File: config.mk
export PLATFORM = sky130hd
export DESIGN_NAME = noc_resp_tx
export DESIGN_NICKNAME = d
export VERILOG_FILES = /design/src/rtl/noc_pkg.sv /design/src/rtl/noc_resp_tx.sv
export SDC_FILE = /design/constraint.sdc
export NUM_CORES = 1
export LEC_CHECK = 0
export CAP_MARGIN = 20
export CELL_PAD_IN_SITES_DETAIL_PLACEMENT = 1
export CELL_PAD_IN_SITES_GLOBAL_PLACEMENT = 2
export CORE_MARGIN = 1
export CORE_UTILIZATION = 34
export DETAILED_ROUTE_END_ITERATION = 10
export PLACE_DENSITY_LB_ADDON = 0.15
export SLEW_MARGIN = 20
export SYNTH_ARGS = -nofsm -noshare
export SYNTH_HDL_FRONTEND = slang
export SYNTH_SLANG_ARGS = --single-unit
File: constraint.sdc
create_clock -name clk -period 4.4 [get_ports clk]
set_input_delay 1.1 -clock clk [delete_from_list [all_inputs] [get_ports clk]]
set_output_delay 1.1 -clock clk [all_outputs]
set_load 0.005 [all_outputs]
File: src/rtl/noc_pkg.sv
// Shared NoC byte-bus encodings used by the command receiver and the
// response transmitter.
package noc_pkg;

  typedef enum logic [3:0] {
    NOC_IDLE       = 4'b1_000,
    NOC_READ       = 4'b1_001,
    NOC_READ_RESP  = 4'b1_010,
    NOC_WRITE      = 4'b1_011,
    NOC_WRITE_RESP = 4'b1_100,
    NOC_RESERVED   = 4'b1_101,
    NOC_MESSAGE    = 4'b1_110,
    NOC_END        = 4'b1_111
  } noc_code_e;

  localparam logic [8:0] NOC_WORD_IDLE = 9'h100;
  localparam logic [8:0] NOC_WORD_END  = 9'h1E0;

  // Bit 4 of a command word is reserved and always driven low.
  function automatic logic [8:0] noc_cmd_word(
    input noc_code_e  code,
    input logic       err,
    input logic [2:0] err_code
  );
    return {code, 1'b0, err, err_code};
  endfunction

endpackage

File: src/rtl/noc_resp_tx.sv
// Serializes READ/WRITE responses onto the 9-bit {ALE_WRITE, CMD_WRITE}
// bus: command, return ID, payload, END; IDLE words otherwise.
module noc_resp_tx
  import noc_pkg::*;
#(
  parameter int unsigned IDLE_LIMIT = 15
) (
  input  logic       clk,
  input  logic       rst,
  input  logic       req_valid,
  output logic       req_ready,
  input  logic       req_type,
  input  logic [7:0] req_return_id,
  input  logic       req_err,
  input  logic [2:0] req_err_code,
  input  logic [7:0] req_len,
  input  logic [7:0] data_in,
  input  logic       data_valid,
  output logic       data_ready,
  output logic [7:0] CMD_WRITE,
  output logic       ALE_WRITE,
  output logic       busy,
  output logic       pkt_done,
  output logic       err_abort
);

  typedef enum logic [1:0] {
    S_IDLE,
    S_HDR,
    S_DATA,
    S_END
  } tx_state_e;

  localparam logic [3:0] STALL_MAX = 4'(IDLE_LIMIT);

  tx_state_e  state_q, state_d;
  logic [8:0] bus_q, bus_d;
  logic [7:0] id_q, id_d;
  logic [7:0] len_q, len_d;
  logic       type_q, type_d;
  logic [7:0] rem_q, rem_d;
  logic [3:0] stall_q, stall_d;
  logic       pkt_done_q, pkt_done_d;
  logic       err_abort_q, err_abort_d;
  noc_code_e  req_code;

  always_ff @(posedge clk or negedge rst) begin
    if (!rst) begin
      state_q     <= S_IDLE;
      bus_q       <= NOC_WORD_IDLE;
      id_q        <= '0;
      len_q       <= '0;
      type_q      <= 1'b0;
      rem_q       <= '0;
      stall_q     <= '0;
      pkt_done_q  <= 1'b0;
      err_abort_q <= 1'b0;
    end else begin
      state_q     <= state_d;
      bus_q       <= bus_d;
      id_q        <= id_d;
      len_q       <= len_d;
      type_q      <= type_d;
      rem_q       <= rem_d;
      stall_q     <= stall_d;
      pkt_done_q  <= pkt_done_d;
      err_abort_q <= err_abort_d;
    end
  end

  always_comb begin
    req_code = NOC_READ_RESP;
    if (req_type) begin
      req_code = NOC_WRITE_RESP;
    end
  end

  always_comb begin
    state_d     = state_q;
    bus_d       = NOC_WORD_IDLE;
    id_d        = id_q;
    len_d       = len_q;
    type_d      = type_q;
    rem_d       = rem_q;
    stall_d     = stall_q;
    pkt_done_d  = 1'b0;
    err_abort_d = 1'b0;

    unique case (state_q)
      S_IDLE: begin
        if (req_valid) begin
          bus_d   = noc_cmd_word(req_code, req_err, req_err_code);
          id_d    = req_return_id;
          len_d   = req_len;
          type_d  = req_type;
          state_d = S_HDR;
        end
      end
      S_HDR: begin
        bus_d   = {1'b0, id_q};
        rem_d   = len_q;
        stall_d = '0;
        if (!type_q && len_q != 8'd0) begin
          state_d = S_DATA;
        end else begin
          state_d = S_END;
        end
      end
      S_DATA: begin
        if (data_valid) begin
          bus_d   = {1'b0, data_in};
          rem_d   = rem_q - 8'd1;
          stall_d = '0;
          if (rem_q == 8'd1) begin
            state_d = S_END;
          end
        end else if (stall_q < STALL_MAX) begin
          stall_d = stall_q + 4'd1;
        end else begin
          // Upstream flushes the rest of the payload from its FIFO.
          bus_d       = NOC_WORD_END;
          err_abort_d = 1'b1;
          state_d     = S_IDLE;
        end
      end
      S_END: begin
        bus_d      = NOC_WORD_END;
        pkt_done_d = 1'b1;
        state_d    = S_IDLE;
      end
      default: begin
        state_d = S_IDLE;
      end
    endcase
  end

  assign req_ready  = (state_q == S_IDLE);
  assign data_ready = (state_q == S_DATA);
  assign busy       = (state_q != S_IDLE);
  assign ALE_WRITE  = bus_q[8];
  assign CMD_WRITE  = bus_q[7:0];
  assign pkt_done   = pkt_done_q;
  assign err_abort  = err_abort_q;

endmodule

# Yosys cells after proc, flatten, opt, wreduce, memory -nomap -nowiden
# Index checks and enable logic that the tools add are counted.
[word_totals]
ff_bits = 42
in_bits = 33
word_cells = 51
[op_classes]
add_sub_neg = 2
order_cmp = 1
eq_ne = 9
n_mux = 20
reduce_logical = 10
[ops]
columns = ["op", "count"]
rows = [
  ["$pmux W9 S4", 1],
  ["$mux W8", 3],
  ["$pmux W8 S2", 1],
  ["$mux W9", 1],
  ["$eq A8 B1 Y1 const B", 1],
  ["$mux W2", 4],
  ["$mux W4", 2],
  ["$pmux W2 S4", 1],
  ["$pmux W4 S2", 1],
  ["$reduce_bool A8 Y1", 1],
  ["$sub A8 B1 Y8 const B", 1],
  ["$ne A3 B2 Y1 const B", 2],
  ["$reduce_and A2 Y1", 3],
  ["$mux W1", 5],
  ["$add A4 B1 Y4 const B", 1],
  ["$eq A2 B2 Y1 const B", 2],
  ["$lt A4 B4 Y1 const B", 1],
  ["$ne A2 B2 Y1 const B", 2],
  ["$reduce_bool A2 Y1", 2],
  ["$mux W3", 1],
  ["$ne A3 B3 Y1 const B", 1],
  ["$reduce_and A3 Y1", 1],
  ["$eq A2 B1 Y1 const B", 1],
  ["$logic_not A2 Y1", 1],
  ["other kinds (2)", 2],
]

# Depth between registers and ports, before layout
[depth]
ltp_word = 4
depth_mapped = 7

# Worst setup path after synthesis
# OpenSTA, ideal clock, no wires.
[synth_timing]
path_type = "input port to flip-flop"
start = "input port req_valid"
end = "register id_q[0]"
setup_ps = 125
arrival_time_ps = 2037
required_ps = 4275
path_slack_ps = 2238
path_stages = 4
n_path_buf = 2
path_cell_list = "buf_2 -> nand2_1 -> buf_2 -> mux2_2"
[synth_between]
elab_chain_len = 1
[synth_rtl]
columns = ["element", "line_no", "text"]
rows = [
  ["from (decl)", "noc_resp_tx.sv:10", "input logic req_valid,"],
  ["$reduce_and A2 Y1 (no line)", "--", ""],
  ["to (signal assigned)", "noc_resp_tx.sv:61", "id_q <= id_d;"],
  ["to (decl)", "noc_resp_tx.sv:38", "logic [7:0] id_q, id_d;"],
]
# No other way between the ends.
# A chain may end at the register's enable or synchronous reset.

# Final worst setup path
[layout_timing]
start = "register state_q[0]"
end = "output port data_ready"
[layout_between]
elab_chain_len = 1
[layout_rtl]
columns = ["element", "line_no", "text"]
rows = [
  ["from (decl)", "noc_resp_tx.sv:36", "tx_state_e state_q, state_d;"],
  ["from (signal assigned)", "noc_resp_tx.sv:59", "state_q <= state_d;"],
  ["$eq A2 B2 Y1", "noc_resp_tx.sv:138", "assign data_ready = (state_q == S_DATA);"],
  ["to (decl)", "noc_resp_tx.sv:19", "output logic data_ready,"],
]
# No other way between the ends.

==> impl_metrics.env <==
export IMPL_worstHoldPathCells=1
export IMPL_io_pin_count=47
export IMPL_synth_compound_area_frac=0.161
export IMPL_final_setup_tns_ns=0
export IMPL_drive_above_1_share=0.137
export IMPL_diodes=0
export IMPL_cp_data_required_time_ns=3.30
export IMPL_detail_route_antenna_nets=0
export IMPL_rsz0062_at_grt="no"
export IMPL_syn_to_final_growth_pct=30.3
export IMPL_period_share=0.739
export IMPL_cts_resized=0
export IMPL_power_density_nw_per_um2=647
export IMPL_reg2reg_slack_ns=2.03
export IMPL_fp_row_count=27
export IMPL_drtPass1Iterations=4
export IMPL_drt_wl_total_um=5090
export IMPL_clk_path_buf_depth=2
export IMPL_synth_area_mux_share=0.0961
export IMPL_end_kind="primary output"
export IMPL_post_route_drc_count=0
export IMPL_synth_simple_area_share=0.134
export IMPL_setup_viol=0
export IMPL_syn_inst=179
export IMPL_skew_ns=0.0106
export IMPL_critPathArrivalTime_ns=2.15
export IMPL_final_cell_mix="clkdlybuf4s50_1, dfrtp_1, mux2_2"
export IMPL_min_path_type="reg2reg"
export IMPL_cap_violations=0
export IMPL_dieHeight_um=78.5
export IMPL_min_to="type_q"
export IMPL_synthXorXnorAreaFrac=0.00440
export IMPL_die_w_um=78.5
export IMPL_cts_hold_buf=0
export IMPL_post_cts_setup_buffers=0
export IMPL_worstSkewPairLatency_ns=0.30
export IMPL_gr_total_overflow=0
export IMPL_layout_commonest_cell="clkdlybuf4s50_1"
export IMPL_worstSetupPathType="reg2out"
export IMPL_rr_endpoint="state_q[1]"
export IMPL_num_vias=1632
export IMPL_avgViaCountPerCell=5.48
export IMPL_grtUsageTotal=0.180
export IMPL_place_area_um2=2510
export IMPL_synth_edf_count=0
export IMPL_finalMaxSlewViolations=0
export IMPL_yosysSeqAreaShare=0.528
export IMPL_cts_sinks=42
export IMPL_synth_top_family_by_area="compound AO/OA/AOI/OAI gates"
export IMPL_dp_hpwl_um=3780
export IMPL_max_freq_mhz=307
export IMPL_synth_ff_type="dfrtp_1"
export IMPL_status="complete, no violations"
export IMPL_hp_start="type_q"
export IMPL_initial_utilization=0.357
export IMPL_reg2reg_from="state_q[0]"
export IMPL_irDropWorstVdd_v=0.000278
export IMPL_numCtsBuffers=5
export IMPL_ys_ff_latch=42
export IMPL_portBuffers=46
export IMPL_initialDrtViolationCount=122
export IMPL_dieArea_um2=6170
export IMPL_nFillCells=625
export IMPL_clk_pin_slew_ns=0.09
export IMPL_cts_max_level=2
export IMPL_finalInstanceArea_um2=2590
export IMPL_start_kind="register"
export IMPL_nets=266
export IMPL_max_slew_worst_pin_slew_ns=0.962
export IMPL_async_flop_share=1.00
export IMPL_p_leak_uw=0.00107
export IMPL_slew_headroom=0.359
export IMPL_synthAdderAreaFrac=0.0503
export IMPL_ys_types=40
export IMPL_postSynthAreaPerCell_um2=11.1
export IMPL_grt_pass1_wl_um=8570
export IMPL_ys_warn_count=0
export IMPL_syn_area_um2=1990
export IMPL_reg2regPathDepth=5
export IMPL_grt_max_degree=43
export IMPL_place_gp_congestion=0.741
export IMPL_fin_crit_ns=3.25
export IMPL_finalHoldViolCount=0
export IMPL_cts_root_buf="clkbuf_8"
export IMPL_grt_pass1_vias=1650
export IMPL_wl_per_cell_um=17.1
export IMPL_coreArea_um2=5570
export IMPL_cts_tree="yes"
export IMPL_worstPathMaxFanout=22
export IMPL_antenna_found_initial=0
export IMPL_synth_nets=220
==> where the power goes <==
group | internal (uW) | switching, uW | total (uW)
clock | 112 | 134 | 246
sequential | 560 | 128 | 688
combinational | 377 | 368 | 745
total | 1050 | 631 | 1680
==> layout make-up <==
type | count | area, um^2 | area share
Tap cell | 72 | 90.1 | 0.0347
Clock buffer | 6 | 72.6 | 0.0280
Inverter | 6 | 22.5 | 0.00868
Multi-Input combinational cell | 124 | 888 | 0.342
Timing Repair Buffer | 46 | 455 | 0.176
Sequential cell | 42 | 1050 | 0.405
Clock inverter | 2 | 13.8 | 0.00530
==> per-layer routing <==
| metal | GRT usage | vias up | routed length (um) | part of all wire |
|---|---|---|---|---|
| met2 | 0.283 | 37 | 2500 | 0.49 |
| met3 | 0.0395 | 4 | 178 | 0.035 |
| met5 | 0 | - | 0 | 0 |
| li1 | - | 754 | - | - |
| met1 | 0.246 | 837 | 2360 | 0.46 |
| met4 | 0.0574 | 0 | 50 | 0.0098 |
==> Yosys cell counts (2+ instances only) <==
cell      number  area (um^2)
nand4_1        2         12.5
dfrtp_1       41         1030
buf_2          2         10.0
a22oi_1        5         37.5
o21ai_0       11         55.1
a32oi_1        2         17.5
nor2_1        12         45.0
clkbuf_1       4         15.0
nand3_1        7         35.0
mux2_2        17          191
a21oi_1       10         50.1
o221a_2        2         22.5
or3_1          2         12.5
a211oi_1       4         30.0
nand2b_1       3         18.8
nor4_1         3         18.8
ha_1           8          100
a221oi_1       4         35.0
nand2_1       11         41.3
nor2b_1        4         25.0
inv_1          6         22.5
==> registers in the layout, indices dropped and copies added (netlist names) <==
signal and cells:
type_q 1, bus_q 9, len_q 8, state_q 2, err_abort 1, pkt_done 1
rem_q 8, stall_q 4, id_q 8
==> per-stage QoR <==
| step | instances | power [uW] | utilization | hold slack (ns) | worst slack (ns) |
|---|---|---|---|---|---|
| 3_5_place_dp | 290 | 1450 | 0.450 | 0.496 | 1.46 |
| 4_1_cts | 298 | 1700 | 0.466 | 0.517 | 1.13 |
| 3_3_place_gp | 290 | 1390 | 0.450 | 0.489 | 1.58 |
| 5_1_grt | 298 | 1810 | 0.466 | 0.535 | 1.01 |
| 2_1_floorplan | 179 | 1140 | - | 0.470 | 2.24 |
| 6_report | 298 | 1680 | 0.466 | 0.512 | 1.15 |
==> worst max path at each step <==
stage	depth (start not counted)	start	slack, ns	endpoint
3_5_place_dp	3	state_q[0]	1.46	data_ready
6_report	3	state_q[0]	1.15	data_ready
3_3_place_gp	3	state_q[0]	1.58	data_ready
5_1_grt	3	state_q[0]	1.01	data_ready
4_1_cts	3	state_q[0]	1.13	data_ready
2_1_floorplan	4	req_valid	2.24	id_q[0]
==> critical path, stage by stage, from the launching register on <==
cell             delay, ns
dfrtp_1               0.44
inv_1                 0.15
ha_1                  0.63
clkdlybuf4s50_1       0.63
==> cells by family after synthesis <==
family                     count (synthesis)
AOI/OAI and AO/OA                         47
xor gates and xnor gates                   1
adders and majority gates                  8
buffers and inverters                     13
DFF                                       42
muxes                                     17
and+or+nand+nor                           51
Note: power is estimated with default switching activity, not from simulation.
